## config.mk

```make
export PLATFORM = sky130hd
export DESIGN_NAME = tempsens_avg
export DESIGN_NICKNAME = d
export VERILOG_FILES = /design/src/rtl/tempsens_avg.sv
export SDC_FILE = /design/constraint.sdc
export NUM_CORES = 1
export LEC_CHECK = 0
export ABC_AREA = 0
export CORE_MARGIN = 2
export CORE_UTILIZATION = 55
export CTS_CLUSTER_SIZE = 28
export DETAILED_ROUTE_END_ITERATION = 12
export PLACE_DENSITY = 0.8
export SLEW_MARGIN = 20
export SYNTH_ARGS = -nofsm -noshare
export SYNTH_HDL_FRONTEND = slang
export SYNTH_SLANG_ARGS = --single-unit
```

## constraint.sdc

```tcl
create_clock -name clk -period 3.6 [get_ports clk]
set_input_delay 0.9 -clock clk [delete_from_list [all_inputs] [get_ports clk]]
set_output_delay 0.9 -clock clk [all_outputs]
set_load 0.01 [all_outputs]
```

## src/rtl/tempsens_avg.sv

```systemverilog
// tempsens_avg: measurement sequencer and averager for tempsens_ctrl.
//
// The block restarts the controller through its active-high reset and collects
// 2**N_AVG_LOG2 raw delay-line counts. It then presents the truncated mean on a
// valid/ready interface. It supports single-shot and continuous modes.
//
// Optional feature macro: TEMPSENS_AVG_TIMEOUT_EN
//   defined   - each conversion is bounded by a TIMEOUT_W-bit cycle counter. A
//               timed-out sample counts as all-ones and sets the sticky o_timeout.
//   undefined - CONV waits indefinitely for i_ts_done and o_timeout is tied to 0.

module tempsens_avg #(
  parameter int unsigned N_TEMP     = 20,
  parameter int unsigned N_AVG_LOG2 = 2,
  parameter int unsigned TIMEOUT_W  = 21
) (
  input  logic              clk,
  input  logic              rst_n,
  input  logic              i_start,
  input  logic              i_continuous,
  output logic              o_ts_reset,
  input  logic [N_TEMP-1:0] i_ts_res,
  input  logic              i_ts_done,
  output logic              o_busy,
  output logic [N_TEMP-1:0] o_avg,
  output logic              o_avg_valid,
  input  logic              i_avg_ready,
  output logic              o_timeout
);

  // The sum of 2**N_AVG_LOG2 full-scale samples fits exactly, so it cannot overflow.
  localparam int unsigned AccW = N_TEMP + N_AVG_LOG2;

  // Elaboration-time sanity checks on the configuration.
  if (N_AVG_LOG2 < 1 || N_AVG_LOG2 > 4) begin : g_bad_avg_log2
    $error("tempsens_avg: N_AVG_LOG2 must be in 1..4");
  end
  if (TIMEOUT_W < 1) begin : g_bad_timeout_w
    $error("tempsens_avg: TIMEOUT_W must be at least 1");
  end
  if (N_TEMP < 1) begin : g_bad_n_temp
    $error("tempsens_avg: N_TEMP must be at least 1");
  end

  typedef enum logic [1:0] {
    StIdle,
    StRst,
    StConv,
    StOut
  } state_e;

  state_e                  state_q;
  logic [AccW-1:0]         acc_q;
  logic [N_AVG_LOG2-1:0]   cnt_q;
  logic                    ts_reset_q;
  logic                    busy_q;
  logic [N_TEMP-1:0]       avg_q;
  logic                    avg_valid_q;

  logic                    tmo_hit;
  logic                    take;
  logic                    last;
  logic [N_TEMP-1:0]       sample;
  logic [AccW-1:0]         acc_sum;

  // Decide whether a sample is taken this cycle and what it contributes.
  always_comb begin
    take    = 1'b0;
    sample  = '0;
    acc_sum = '0;
    last    = 1'b0;
    take    = (state_q == StConv) && (i_ts_done || tmo_hit);
    // A genuine done always beats the timeout, even when both land together.
    sample  = i_ts_done ? i_ts_res : {N_TEMP{1'b1}};
    acc_sum = acc_q + {{N_AVG_LOG2{1'b0}}, sample};
    // The sample index wraps after the final sample. It is cleared before reuse.
    last    = &cnt_q;
  end

  // Main sequencer. All outputs are registered here.
  always_ff @(posedge clk or negedge rst_n) begin
    if (!rst_n) begin
      state_q     <= StIdle;
      acc_q       <= '0;
      cnt_q       <= '0;
      ts_reset_q  <= 1'b1;
      busy_q      <= 1'b0;
      avg_q       <= '0;
      avg_valid_q <= 1'b0;
    end else begin
      case (state_q)
        StIdle: begin
          if (i_start) begin
            state_q <= StRst;
            busy_q  <= 1'b1;
            acc_q   <= '0;
            cnt_q   <= '0;
          end
        end

        // One cycle of controller reset before every conversion.
        StRst: begin
          state_q    <= StConv;
          ts_reset_q <= 1'b0;
        end

        StConv: begin
          if (take) begin
            acc_q      <= acc_sum;
            cnt_q      <= cnt_q + N_AVG_LOG2'(1);
            ts_reset_q <= 1'b1;
            if (last) begin
              state_q     <= StOut;
              avg_q       <= acc_sum[AccW-1:N_AVG_LOG2];
              avg_valid_q <= 1'b1;
            end else begin
              state_q <= StRst;
            end
          end
        end

        StOut: begin
          if (i_avg_ready) begin
            avg_valid_q <= 1'b0;
            if (i_continuous) begin
              state_q <= StRst;
              acc_q   <= '0;
              cnt_q   <= '0;
            end else begin
              state_q <= StIdle;
              busy_q  <= 1'b0;
            end
          end
        end

        default: begin
          state_q     <= StIdle;
          ts_reset_q  <= 1'b1;
          busy_q      <= 1'b0;
          avg_valid_q <= 1'b0;
        end
      endcase
    end
  end

`ifdef TEMPSENS_AVG_TIMEOUT_EN
  logic [TIMEOUT_W-1:0] tmo_cnt_q;
  logic                 timeout_q;
  logic                 burst_clear;

  // A new burst begins from IDLE on start or from OUT on a continuous handshake.
  always_comb begin
    burst_clear = 1'b0;
    tmo_hit     = 1'b0;
    burst_clear = (state_q == StIdle && i_start) ||
                  (state_q == StOut && i_avg_ready && i_continuous);
    tmo_hit     = (state_q == StConv) && (&tmo_cnt_q) && !i_ts_done;
  end

  // The conversion timeout counter restarts on every CONV entry. The flag is sticky per burst.
  always_ff @(posedge clk or negedge rst_n) begin
    if (!rst_n) begin
      tmo_cnt_q <= '0;
      timeout_q <= 1'b0;
    end else begin
      if (state_q == StRst) begin
        tmo_cnt_q <= '0;
      end else if (state_q == StConv && !take) begin
        tmo_cnt_q <= tmo_cnt_q + TIMEOUT_W'(1);
      end
      if (burst_clear) begin
        timeout_q <= 1'b0;
      end else if (tmo_hit) begin
        timeout_q <= 1'b1;
      end
    end
  end

  assign o_timeout = timeout_q;
`else
  assign tmo_hit   = 1'b0;
  assign o_timeout = 1'b0;
`endif

  assign o_ts_reset  = ts_reset_q;
  assign o_busy      = busy_q;
  assign o_avg       = avg_q;
  assign o_avg_valid = avg_valid_q;

endmodule
```

==> summary.txt <==
Drt
  • Total Wirelength: 8099 microns
  • DRT Pass-1 Iters: 4
  • ANT nets after route: 0
  • Number of DRC markers in iteration 0: 178
  • Via/cell ratio: 5.810
  • Via count: 3021
  • Remaining DRCs: 0
  • Routed length per instance: 15.58 microns

Floorplan
  • # rows: 28
  • Die area: 0.006819 sq mm
  • Initial Util: 57.02%
  • I/O pin cnt: 50
  • Die Width: 82.58 microns
  • Core area: 0.005956 sq mm
  • Die height: 82.58 microns

Worst setup path
  • Crit Path Max Fanout: 13
  • R2R cell count: 9
  • Worst Path Arrival: 3.46 ns
  • Critical Path Source Type: input pin
  • Critical Path RT: 3.77 ns
  • Worst r2r dst: o_avg[18]
  • R2R Setup Slk: 1.13 ns
  • Setup CP Type: in2reg
  • Critical Path End Type: flop
  • Origin of the critical flop-to-flop path: acc_q[0]

STA
  • Setup violators final: 0
  • Setup TNS: 0 ns
  • Slew at the pin closest to its max-slew limit: 0.6240 ns
  • Max-slew violation count: 0
  • Min cycle time layout: 3.285 ns
  • Fin. Hold Viols: 0
  • Rel. slew slack: 58.40%
  • Fin Clk Skew: 0.01409 ns
  • Max Freq: 0.3044 GHz
  • Tcrit/Tclk final: 91.24%
  • Unrepaired setup endpoints after global routing: false

Worst hold path
  • WHS Path Cells: 2
  • Hold Crit Start: o_avg[12]
  • Worst Hold End: o_avg[12]
  • HP Class: reg2reg

Clock tree
  • Worst-path clk slew: 0.10 ns
  • Post-CTS setup buffer count: 0
  • Clk Latency, worst-skew pair: 0.31 ns
  • CTS buffer count: 5
  • Clock Tree Root: clkbuf_8
  • Hold-fix buffers, CTS: 0
  • Clock Tree Buf Depth: 2
  • Clock Sinks: 49
  • H-tree Lvls: 2
  • TritonCTS clock tree: built
  • Resize count post-CTS: 0

Yosys
  • Most frequent cell after synthesis: nand2_1
  • Synth area leaders: dfrtp_1 (35%), ha_1 (8.1%), nand2_1 (6.1%)
  • Synthesized instance count: 395
  • Synth cell count leaders: nand2_1 (55), dfrtp_1 (48), o21ai_0 (39), a21oi_1 (28), nand2b_1 (25)
  • Yosys warnings: 0
  • Synth top area share: 35.37%
  • Flop and latch count out of synthesis: 49
  • Synthesized area per cell: 8.597 sq um
  • Synthesized cell area: 0.003396 sq mm
  • Number of synthesized flops with an enable pin: 0
  • Unique masters post-synth: 62
  • Yosys top cell by area: dfrtp_1
  • Most used DFF post-synth: dfrtp_1
  • Syn Nets: 444
  • Post-synthesis sequential area ratio: 36.15%
  • Ys async rst share: 100.0%

Final layout
  • Fill cells: 476
  • Area Growth Syn to Fin: 20.56%
  • Nets: 493
  • Proportion of layout cells with a drive suffix above 1: 10.56%
  • Final cell count without fillers: 520
  • Ant. Diodes: 0

Power and ir drop
  • Leakage dissipation: 1.826 nW
  • Comb pwr share: 60.3%
  • Sequential power share: 27.6%
  • Clk pwr share: 12.1%
  • Sw Share: 44.47%
  • Cell Pwr Density: 805.9 mW/mm^2
  • Switching power: 1.467 mW
  • Internal: 1.832 mW
  • Maximum vdd drop: 0.4941 mV

Placed design
  • Cell Count Post-Placement: 512
  • Port Buf Inserts: 48
  • GPL Wtd Cong: 1.007
  • HPWL after DPL: 6056 microns

Global routing
  • Via count of the first global-routing pass: 2992
  • All-layer global routing usage: 25.67%
  • First-pass GRT wire length: 13560 microns
  • Remaining global-route overflow: 0
  • Largest net degree at the start of global routing: 50
  • Antenna violations before repair: 0

Outcome
  • Status: finished clean

Job
  • Max-cap violations: 0
[flip-flops by register name, indices dropped and copies added (netlist names)]
name / count
state_q: 2
o_avg: 20
o_ts_reset: 1
acc_q: 22
o_avg_valid: 1
cnt_q: 2
o_busy: 1
[logic make-up after synthesis]
logic type                 after synthesis  synth area share, %
and+or+nand+nor                        148                21.78
other                                    1               0.1104
DFF                                     49                36.15
muxes                                    2               0.5896
adders and majority gates               23                8.696
buffers and inverters                   36                4.864
AOI/OAI and AO/OA                      124                24.72
xor gates and xnor gates                12                3.095
[layer usage]
metal | track usage [%] | part of all wire (%) | vias to the layer above
met5 | 0 | 0 | -
met4 | 8.033 | 1.3 | 0
met3 | 2.826 | 5.1 | 11
met2 | 45.00 | 47 | 89
met1 | 33.11 | 47 | 1418
li1 | - | - | 1503
[stage by stage]
step	hold slack [ns]	instance area (sq um)	setup slack, ns	power, mW	util (%)
CTS	0.4881	4091	0.3244	3.295	68.70
detailed placement	0.4678	3984	0.01266	2.891	66.89
finish	0.4822	4094	0.3154	3.299	68.74
global placement	0.4627	3984	0.08500	2.848	66.89
floorplan	0.4551	3396	0.5259	2.264	-
global route	0.5188	4094	0.1142	3.589	68.74
[cell usage in the layout (no fill, tap or decap), drive strengths merged, types with 3 or more instances in the layout]
master,instances
nor2,21
nand3,12
o211ai,4
clkbuf,6
dfrtp,48
clkdlybuf4s50,47
a22o,3
a32o,3
nand2b,25
ha,22
o21bai,3
xnor2,6
a21o,6
and2,6
or3,5
o31ai,4
a31oi,3
xor2,6
a31o,3
nor3,7
buf,20
a21oi,31
nand4,5
o21ai,43
o21a,4
and3,5
inv,11
nand2,55
[worst max-delay path, stage by stage]
cell and delay (ns):
clkdlybuf4s50_1 0.53, buf_4 0.23, nand2b_1 0.09, ha_1 0.46, nand4_1 0.29, o21ai_0 0.25, o221ai_1 0.21, and3_1 0.24
mux2i_1 0.12, o311ai_0 0.14
[worst max-delay path by stage]
stage | start | endpoint
3_5_place_dp | i_ts_res[0] | o_avg[18]
2_1_floorplan | i_ts_done | o_avg[18]
5_1_grt | i_ts_done | o_avg[18]
6_report | i_ts_done | o_avg[18]
4_1_cts | i_ts_done | o_avg[18]
3_3_place_gp | i_ts_res[0] | o_avg[18]
[layout make-up]
cell class	instances	area [sq um]	share of cell area, %
repair buffers	67	620.6	15.16
multi-input cells	310	2003	48.93
clock inverters	2	35.03	0.8557
inverters	11	41.29	1.009
clock buffers	6	72.57	1.773
well taps	75	93.84	2.292
flip-flops and latches	49	1227	29.98
[power by group through the flow]
stage / combinational [mW] / sequential, mW / clock, mW
after floorplan: 1.35 / 0.917 / 0
after global placement: 1.94 / 0.911 / 0
after detailed placement: 1.97 / 0.921 / 0
after CTS: 1.98 / 0.911 / 0.403
after global routing: 2.23 / 0.939 / 0.425
final: 1.99 / 0.911 / 0.399
Note: power is estimated with default switching activity, not from simulation.
